$ cat src/rtl/elastic_pipe_reg.sv
// ---------------------------------------------------------------------------
// elastic_pipe_reg
//
// Valid/ready pipeline register built as a two-entry skid buffer. Messages
// accepted on the enq side come out on the deq side in FIFO order, with one
// cycle of latency. The block sustains one message per cycle.
//
// Both handshake outputs (enq_rdy, deq_val) depend only on the state
// register. This breaks the combinational ready chain between neighbouring
// pipeline stages, and no enq_* input reaches a deq_* output in the same
// cycle.
//
// Parameters:
//   p_nbits      message width in bits
//
// Ports:
//   clk          clock; all state updates on posedge
//   reset        synchronous, active-high; empties the buffer in one cycle
//   enq_val      producer has a valid message
//   enq_rdy      block can accept a message this cycle (registered)
//   enq_msg      incoming message
//   deq_val      block presents a valid message (registered)
//   deq_rdy      consumer accepts this cycle
//   deq_msg      outgoing message, always the oldest held entry
//   stall_count  (only with ELASTIC_PIPE_REG_STALL_CNT_EN) saturating count
//                of cycles with enq_val high while enq_rdy is low
//
// Build option:
//   `define ELASTIC_PIPE_REG_STALL_CNT_EN adds the stall_count port and its
//   counter. Without the macro the port and the counter are absent, and the
//   rest of the behaviour is unchanged.
// ---------------------------------------------------------------------------
module elastic_pipe_reg #(
    parameter int p_nbits = 8
) (
    input  logic               clk,
    input  logic               reset,
    input  logic               enq_val,
    output logic               enq_rdy,
    input  logic [p_nbits-1:0] enq_msg,
    output logic               deq_val,
    input  logic               deq_rdy,
    output logic [p_nbits-1:0] deq_msg
`ifdef ELASTIC_PIPE_REG_STALL_CNT_EN
    ,
    output logic [31:0]        stall_count
`endif
);

    typedef enum logic [1:0] {
        EMPTY = 2'd0,
        ONE   = 2'd1,
        TWO   = 2'd2
    } state_t;

    state_t state;
    state_t state_next;

    // main_reg is the head of the queue and always drives deq_msg.
    // skid_reg holds the second entry only while the state is TWO.
    logic [p_nbits-1:0] main_reg;
    logic [p_nbits-1:0] skid_reg;

    logic enq_fire;
    logic deq_fire;
    logic load_main_enq;
    logic load_main_skid;
    logic load_skid;

    assign enq_rdy  = (state != TWO);
    assign deq_val  = (state != EMPTY);
    assign deq_msg  = main_reg;

    assign enq_fire = enq_val && enq_rdy;
    assign deq_fire = deq_val && deq_rdy;

    // State register: the only reset flop in the datapath control.
    always_ff @(posedge clk) begin
        if (reset) begin
            state <= EMPTY;
        end else begin
            state <= state_next;
        end
    end

    // Next state and data-register load enables.
    always_comb begin
        state_next     = state;
        load_main_enq  = 1'b0;
        load_main_skid = 1'b0;
        load_skid      = 1'b0;

        case (state)
            EMPTY: begin
                if (enq_fire) begin
                    load_main_enq = 1'b1;
                    state_next    = ONE;
                end
            end
            ONE: begin
                if (enq_fire && deq_fire) begin
                    // Pass-through: the head leaves while the new message
                    // takes its place, so throughput stays at one per cycle.
                    load_main_enq = 1'b1;
                    state_next    = ONE;
                end else if (enq_fire) begin
                    load_skid  = 1'b1;
                    state_next = TWO;
                end else if (deq_fire) begin
                    state_next = EMPTY;
                end
            end
            TWO: begin
                // enq cannot fire here because enq_rdy is low.
                if (deq_fire) begin
                    load_main_skid = 1'b1;
                    state_next     = ONE;
                end
            end
            default: begin
                // Unused encoding recovers to a clean, empty buffer.
                state_next = EMPTY;
            end
        endcase
    end

    // Message storage is not reset; deq_msg is don't-care while deq_val is low.
    always_ff @(posedge clk) begin
        if (load_main_enq) begin
            main_reg <= enq_msg;
        end else if (load_main_skid) begin
            main_reg <= skid_reg;
        end
        if (load_skid) begin
            skid_reg <= enq_msg;
        end
    end

`ifdef ELASTIC_PIPE_REG_STALL_CNT_EN
    // Counts producer stalls, sticking at all-ones instead of wrapping.
    always_ff @(posedge clk) begin
        if (reset) begin
            stall_count <= 32'd0;
        end else if (enq_val && !enq_rdy && (stall_count != 32'hFFFF_FFFF)) begin
            stall_count <= stall_count + 32'd1;
        end
    end
`endif

endmodule

$ cat config.mk
export PLATFORM = sky130hd
export DESIGN_NAME = elastic_pipe_reg
export DESIGN_NICKNAME = d
export VERILOG_FILES = /design/src/rtl/elastic_pipe_reg.sv
export SDC_FILE = /design/constraint.sdc
export NUM_CORES = 1
export LEC_CHECK = 0
export CORE_UTILIZATION = 43
export CTS_BUF_LIST = sky130_fd_sc_hd__clkbuf_2 sky130_fd_sc_hd__clkbuf_4 sky130_fd_sc_hd__clkbuf_8
export DETAILED_ROUTE_END_ITERATION = 10
export PLACE_DENSITY_LB_ADDON = 0.3
export RECOVER_POWER = 25
export SETUP_SLACK_MARGIN = 0.3
export SYNTH_ARGS = -nofsm -noshare
export SYNTH_HDL_FRONTEND = slang
export SYNTH_SLANG_ARGS = --single-unit
$ cat constraint.sdc
create_clock -name clk -period 1.3 [get_ports clk]
set_clock_uncertainty 0.15 [all_clocks]
set_input_delay 0.26 -clock clk [delete_from_list [all_inputs] [get_ports clk]]
set_output_delay 0.26 -clock clk [all_outputs]
set_load 0.03 [all_outputs]
# --- Yosys cells after proc, flatten, opt, wreduce, memory -nomap -nowiden ---
# Cells that the tools add are included.
totals:
  register_bits: 18
  wordCells: 31
  out_inout_bits: 10
  inputBits: 12
op_classes:
  n_eq_ne: 6
  reduce_logical: 7
  n_mux: 15
op_table:
  columns: ["cell", "count"]
  rows:
  - ["two-way mux 8 bit", 2]
  - ["two-way mux 2 bit", 5]
  - ["two-way mux 1 bit", 6]
  - ["inequality test 2 bit (second input constant)", 3]
  - ["case mux 2 bit (3 select lines)", 1]
  - ["inequality test 4 bit (second input constant)", 1]
  - ["nonzero test 2 bit", 2]
  - ["logical AND 1 bit", 3]
  - ["AND reduction 3 bit", 1]
  - ["== test 2 x 1 -> 1 bit (second input constant)", 1]
  - ["== test 2 bit (second input constant)", 1]
  - ["logical NOT 2 bit", 1]
  - ["case mux 1 bit (2 select lines)", 1]

# --- Depth between registers and ports, before layout ---
# Gate-level depths: netlist of the first run.
depth:
  word_depth: 6
  mapped_depth: 3
  mapped_depth_nobuf: 3

# --- Worst setup path before layout of the first run ---
# OpenSTA, ideal clock, no wires.
synth_timing:
  path_kind: "register to register"
  start: "register state[1]"
  end: "register skid_reg[0] (enable)"
  n_path_buf: 0
  setup_slack_ns: -0.117
  setup_time_ns: 0.370
  period_less_slack_ns: 1.417
  t_required_ns: 0.780
  path_stages_with_launch: 3
  t_arrival_ns: 0.896
  path_cell_list: "dfxtp_1 -> nand2b_1 -> nor2_1"
synth_via:
  elab_chain_cells: 5
  elab_cells_between_ends: 9
  cone_classes: "2 x eq/ne; 3 x mux; 4 x reduce/logical"
synth_rtl:
  columns: ["element", "line_no", "text"]
  rows:
  - ["start: declaration", "56", "state_t state;"]
  - ["start signal: assignment", "82", "state <= state_next;"]
  - ["inequality test 2 bit or nonzero test 2 bit (tied branches)", "70, 71", null]
  - ["logical AND 1 bit, on equally long branches", "74, 75", null]
  - ["two-way mux 1 bit or logical AND 1 bit (tied branches)", "106, 101", null]
  - ["two-way mux 1 bit", "101", "if (enq_fire && deq_fire) begin"]
  - ["two-way mux 1 bit (*)", "93", "case (state)"]
  - ["via load_skid", "68", "logic load_skid;"]
  - ["end signal: assignment", "135", "skid_reg <= enq_msg;"]
  - ["end: declaration", "62", "logic [p_nbits-1:0] skid_reg;"]
# Mark *: on every way through the listed nets, which the timed path passes. The rest lies on a longest branch.
# A chain may end at the register's enable or synchronous reset.

# --- Final worst setup path of the first run ---
layout_timing:
  start: "register state[1]"
  end: "register main_reg[5], in the netlist deq_msg[5] (data pin)"
layout_via:
  elab_chain_cells: 6
  elab_cells_between_ends: 11
  cone_classes: "2 x eq/ne; 4 x mux; 5 x reduce/logical"
layout_rtl:
  columns: ["element", "line_no", "text"]
  rows:
  - ["inequality test 2 bit or nonzero test 2 bit (tied branches)", "70, 71", null]
  - ["logical AND 1 bit, on equally long branches", "74, 75", null]
  - ["logical AND 1 bit", "101", null]
  - ["two-way mux 1 bit", "101", null]
  - ["case mux 1 bit (2 select lines) (*)", "93", null]
  - ["two-way mux 8 bit (*)", "129", "if (load_main_enq) begin"]
  - ["end signal: assignment", "130", "main_reg <= enq_msg;"]
  - ["end signal: assignment", "132", "main_reg <= skid_reg;"]
  - ["end: declaration", "61", "logic [p_nbits-1:0] main_reg;"]
# Every way passes the cells marked *; elsewhere a longest branch is shown, timed or not.

==> results of run 1 <==
[stage by stage]
step	power, mW	setup TNS (ns)
after detailed placement	0.9495	-11.64
final	1.250	-3.270
after floorplan	0.8254	-0.00009415
after global placement	0.9438	-11.24
after global routing	1.311	-3.944
after CTS	1.253	-2.680
[layer usage]
metal,track usage [%],routed length (microns)
met1,19.44,533
met2,28.36,733
met3,5.417,73
met4,9.375,46
met5,0,0
[synth_stat cells, types with 2 or more instances]
master	instances
dfxtp_1	2
nand2_1	2
mux2_4	8
nand2b_1	2
edfxtp_1	16
[worst register-to-register path, delay by kind of cell (launching register included)]
kind,cells,cell delay [ns]
buffers and inverters,1,0.13
DFF,1,0.35
muxes,1,0.32
and+or+nand+nor,2,0.32
[cell families (layout without fill, tap and decap cells)]
kind of cell           Yosys count  after routing
DFF                             18             18
and+or+nand+nor                  9             10
muxes                            8              8
AOI/OAI and AO/OA                5              5
buffers and inverters            0             39
[layout make-up]
type | instances | area share [%]
Clock inverter | 1 | 0.3099
Clock buffer | 3 | 1.860
Timing Repair Buffer | 35 | 30.06
Sequential cell | 18 | 43.39
Multi-Input combinational cell | 23 | 22.73
Tap cell | 16 | 1.653
[placed cells by master (no fill, tap or decap), types with 2 or more instances in the layout]
cell / count
mux2_4: 8
buf_4: 6
nand2_4: 2
dlygate4sd2_1: 2
clkdlybuf4s50_1: 6
clkbuf_4: 3
nand2b_4: 3
edfxtp_1: 16
dlygate4sd3_1: 3
a21oi_2: 2
buf_6: 17
[worst paths after layout]
check	start	end	slack (ns)	cells after the start
setup / recovery	state[1]	deq_msg[5]	-0.20	4
hold reg to reg	skid_reg[0]	deq_msg[0]	0.41	1
setup reg to reg	state[1]	deq_msg[5]	-0.20	4
hold / removal	deq_rdy	state[1]	0.26	3
[power groups by stage]
stage	Combinational, mW	Clock [mW]	Sequential [mW]
floorplan	0.0841	0	0.741
global placement	0.255	0	0.689
detailed placement	0.260	0	0.690
CTS	0.297	0.274	0.682
global route	0.317	0.308	0.686
finish	0.303	0.264	0.683
[what timing repair did]
| item | 4_1_cts | 5_1_grt |
|---|---|---|
| setup endpoints to repair | 36 | 36 |
| pin swaps | 4 | 4 |
| setup buffers | 2 | 2 |
| gates cloned | 1 | 0 |
| resized for setup | 28 | 3 |
==> results.sh, run 1 <==
export IMPL_status="complete, but fails checks"
export IMPL_failed_checks="design-rule violations, negative setup slack"
export IMPL_syn_num_nets=52
export IMPL_antenna_found_initial=0
export IMPL_whs_ns=0.2577
export IMPL_avgSynthCellArea_sq_um=18.71
export IMPL_synth_cell_types=15
export IMPL_cts_root_buf="clkbuf_4"
export IMPL_synth_cells=40
export IMPL_start_util_pct=47.99
export IMPL_cts_hold_buf=0
export IMPL_synthXorXnorAreaFrac_pct=0
export IMPL_cp_end_kind="flip-flop"
export IMPL_die_h_microns=43.72
export IMPL_place_area_sq_um=1062
export IMPL_die_w_microns=43.72
export IMPL_synth_mux_area_share_pct=16.05
export IMPL_finalCritPeriodShare_pct=115.8
export IMPL_numClockSinks=18
export IMPL_dp_cells=87
export IMPL_cts_buffer_depth=2
export IMPL_setup_viol=27
export IMPL_cts_max_level=1
export IMPL_tightestPinTransition_ns=0.1903
export IMPL_critPathKind="flip-flop to flip-flop"
export IMPL_vias_per_cell=5.167
export IMPL_gp_congestion=0.6927
export IMPL_async_flop_share_pct=0
export IMPL_track_usage_pct=17.08
export IMPL_arrival_ns=1.39
export IMPL_hold_path_class="primary input to flip-flop"
export IMPL_synthSimpleGateAreaFrac_pct=9.197
export IMPL_relSlewSlack_pct=87.29
export IMPL_synth_edf_count=16
export IMPL_pre_cts_ws_ns=-0.4945
export IMPL_drtAntennaViolNets=0
export IMPL_portBuffers=21
export IMPL_dr_first_iter_drc_count=15
export IMPL_max_vdd_ir_drop_uv=597.3
export IMPL_grt_overflow_total=0
export IMPL_drive_gt1_share_pct=61.25
export IMPL_diodes=0
export IMPL_grt_pass1_vias=509
export IMPL_synthAdderAreaFrac_pct=0
export IMPL_multi_input_area_sq_um=275.3
export IMPL_grt_setup_unrepaired="yes"
export IMPL_pwr_share_comb_pct=24.2
export IMPL_grt_max_degree=11
export IMPL_final_nets=93
export IMPL_slowest_stage="dfxtp_2"
export IMPL_synth_seq_area_share_pct=69.57
export IMPL_vias=496
export IMPL_intPower_mw=0.9475
export IMPL_slowest_delay_ns=0.35
export IMPL_crit_chain="buf_6 > nor2b_4 > nand2_4 > mux2_4"
export IMPL_cp_start_kind="flip-flop"
export IMPL_numCtsBuffers=3
export IMPL_synth_top_family_by_area="multiplexers"
export IMPL_slew_violations=0
export IMPL_coreArea_sq_um=1559
export IMPL_p_leak_nw=0.4960
export IMPL_seq_area_sq_um=525.5
export IMPL_synth_ff_type="edfxtp_1"
export IMPL_path_max_fanout=5
export IMPL_finalHoldViolations=0
export IMPL_insertion_delay_ns=0.28
export IMPL_hpwlAfterDp_microns=923
export IMPL_yosys_area_top_type_share_pct=64.21
export IMPL_fillers=94
export IMPL_wl_microns=1387
export IMPL_fmax_mhz=664.6
export IMPL_final_cells=96
export IMPL_cts_tree="done"
export IMPL_cts_clk_slew_worst_paths_ns=0.09
export IMPL_finalWorstPathRequiredPeriod_ns=1.505
export IMPL_pwr_share_clk_pct=21.1
export IMPL_yosysWarningCount=0
export IMPL_synth_area_sq_um=748.2
export IMPL_placementRows=14
export IMPL_path_delay_family="flip-flops"
export IMPL_drv_cap=0
export IMPL_grt_pass1_wl_microns=2214
export IMPL_synth_compound_area_share_pct=5.184
export IMPL_synth_top_cell_by_area="edfxtp_1"
export IMPL_cp_required_ns=1.19
export IMPL_post_route_util_pct=77.69
export IMPL_drc=2
export IMPL_dieArea_sq_um=1911
export IMPL_wl_per_cell_microns=14.45
export IMPL_synth_area_leaders="edfxtp_1, mux2_4, dfxtp_1"
export IMPL_ios=22
export IMPL_p_per_area_nw_per_um2=1032
export IMPL_ys_ff_latch=18
export IMPL_syn2layout_area_growth_pct=61.87
export IMPL_cp_buffers_inverters=1
export IMPL_p_switching_mw=0.3030
export IMPL_drt_first_pass_iters=6
export IMPL_p_seq_share_pct=54.6
export IMPL_fin_ws_ns=-0.2048
export IMPL_swShare_pct=24.23
export IMPL_final_cell_area_sq_um=1211
(Power assumes the default switching activity.)
==> inputs of run 2 (changes only) <==
--- a/config.mk
+++ b/config.mk
@@ -8,6 +8,7 @@
 export CORE_UTILIZATION = 43
 export CTS_BUF_LIST = sky130_fd_sc_hd__clkbuf_2 sky130_fd_sc_hd__clkbuf_4 sky130_fd_sc_hd__clkbuf_8
 export DETAILED_ROUTE_END_ITERATION = 10
+export MAX_ROUTING_LAYER = met4
 export PLACE_DENSITY_LB_ADDON = 0.3
 export RECOVER_POWER = 25
 export SETUP_SLACK_MARGIN = 0.3
==> run 2 against run 1 <==
  * The flow still finishes with violations (design-rule violations, negative setup slack)
  * Clock power hardly changed
  * Critical endpoint unchanged
  * Setup slack got worse by 0.0025 ns
  * Maximum frequency shrank 0.17%
  * Largest cell class unchanged
  * Sequential power about the same
  * Combinational power hardly changed
  * Sequential share of layout area unchanged
  * Via count rose by 0.40%
  * Largest power group unchanged
==> results.sh, run 2 (synthesis gave the netlist of run 1 again) <==
export IMPL_status="complete, but fails checks"
export IMPL_failed_checks="design-rule violations, negative setup slack"
export IMPL_insertion_delay_ns=0.28
export IMPL_drc=2
export IMPL_diodes=0
export IMPL_p_per_area_nw_per_um2=1033
export IMPL_wl_per_cell_microns=14.59
export IMPL_slowest_stage="dfxtp_2"
export IMPL_p_leak_nw=0.4960
export IMPL_grt_pass1_vias=508
export IMPL_grt_overflow_total=0
export IMPL_numCtsBuffers=3
export IMPL_crit_chain="buf_6 > nor2b_4 > nand2_4 > mux2_4"
export IMPL_cts_max_level=1
export IMPL_dr_first_iter_drc_count=12
export IMPL_die_w_microns=43.72
export IMPL_cp_buffers_inverters=1
export IMPL_pwr_share_comb_pct=24.3
export IMPL_dp_cells=87
export IMPL_grt_setup_unrepaired="yes"
export IMPL_slew_violations=0
export IMPL_drtAntennaViolNets=0
export IMPL_p_switching_mw=0.3032
export IMPL_cp_required_ns=1.19
export IMPL_vias_per_cell=5.188
export IMPL_final_common_cell="buf_6"
export IMPL_cp_start_kind="flip-flop"
export IMPL_intPower_mw=0.9475
export IMPL_max_vdd_ir_drop_uv=597.6
export IMPL_vias=498
export IMPL_cts_clk_slew_worst_paths_ns=0.09
export IMPL_wl_microns=1401
export IMPL_fmax_mhz=663.4
export IMPL_hpwlAfterDp_microns=923
export IMPL_cts_tree="done"
export IMPL_syn2layout_area_growth_pct=61.87
export IMPL_dieArea_sq_um=1911
export IMPL_track_usage_pct=17.63
export IMPL_drt_first_pass_iters=7
export IMPL_portBuffers=21
export IMPL_swShare_pct=24.24
export IMPL_r2r_start="state[1]"
export IMPL_ios=22
export IMPL_min_delay_start="deq_rdy"
export IMPL_fin_ws_ns=-0.2073
export IMPL_path_delay_family="flip-flops"
export IMPL_tightestPinTransition_ns=0.1905
export IMPL_placementRows=14
export IMPL_finalWorstPathRequiredPeriod_ns=1.507
export IMPL_finalCritPeriodShare_pct=115.9
export IMPL_path_max_fanout=5
export IMPL_coreArea_sq_um=1559
export IMPL_final_nets=93
export IMPL_cts_hold_buf=0
export IMPL_slowest_delay_ns=0.35
export IMPL_drive_gt1_share_pct=61.25
export IMPL_startpoint="state[1]"
export IMPL_die_h_microns=43.72
export IMPL_cts_root_buf="clkbuf_4"
export IMPL_gp_congestion=0.7001
export IMPL_arrival_ns=1.39
export IMPL_whs_ns=0.2568
export IMPL_most_common_layout_cells="buf_6, edfxtp_1, mux2_4"
export IMPL_cp_end_kind="flip-flop"
export IMPL_critPathKind="flip-flop to flip-flop"
export IMPL_drv_cap=0
export IMPL_hold_path_class="primary input to flip-flop"
export IMPL_numClockSinks=18
export IMPL_start_util_pct=47.99
export IMPL_relSlewSlack_pct=87.28
export IMPL_finalHoldViolations=0
export IMPL_antenna_found_initial=0
export IMPL_cts_buffer_depth=2
export IMPL_grt_pass1_wl_microns=2214
export IMPL_setup_viol=27
export IMPL_pwr_share_clk_pct=21.1
export IMPL_p_seq_share_pct=54.6
export IMPL_timing_setup_tns_ns=-3.340
export IMPL_grt_max_degree=11
export IMPL_final_cells=96
==> run 2: area by class of cell <==
type,instances,area [sq um]
Timing Repair Buffer,35,364.1
Tap cell,16,20.02
Clock buffer,3,22.52
Clock inverter,1,3.754
Sequential cell,18,525.5
Multi-Input combinational cell,23,275.3
Fill cell,94,347.8
==> run 2: path summary, 6_finish.rpt <==
check                           depth (start not counted)         end  slack, ns
worst min-delay path                                    3    state[1]       0.26
worst max register to register                          4  deq_msg[5]      -0.21
worst max-delay path                                    4  deq_msg[5]      -0.21
worst min register to register                          1  deq_msg[0]       0.41
==> run 2: per-stage QoR <==
stage	worst slack [ns]	cell area (sq um)	total power, mW	utilization (%)
final	-0.2073	1211	1.251	77.69
after global routing	-0.2229	1211	1.311	77.69
after CTS	-0.1741	1186	1.253	76.08
after detailed placement	-0.4945	1062	0.9495	68.14
after global placement	-0.4705	1062	0.9438	68.14
after floorplan	-0.00001177	767.0	0.8254	-
==> run 2: routing by layer <==
| layer | part of all wire, % | global-route usage, % | vias to the layer above |
|---|---|---|---|
| met2 | 53 | 28.36 | 21 |
| met4 | 3.9 | 9.375 | 0 |
| met3 | 5.5 | 5.417 | 6 |
| met1 | 38 | 19.44 | 233 |
| li1 | - | - | 238 |
| met5 | 0 | - | - |
==> run 2: power by group through the flow <==
stage	registers (mW)	clock network (mW)	logic, mW
4_1_cts	0.682	0.274	0.297
2_1_floorplan	0.741	0	0.0841
3_3_place_gp	0.689	0	0.255
3_5_place_dp	0.690	0	0.260
6_report	0.683	0.264	0.304
5_1_grt	0.686	0.308	0.317
==> run 2: repair_timing <==
action	CTS	global route
setup endpoints to repair	36	36
buffers inserted	2	2
gates cloned	1	0
hold endpoints to repair	0	0
resized for setup	28	3
pin swaps	4	4
==> run 2: worst register-to-register path: stages (launching register included) <==
cell and delay, ns:
dfxtp_2 0.35, buf_6 0.13, nor2b_4 0.20, nand2_4 0.12, mux2_4 0.32
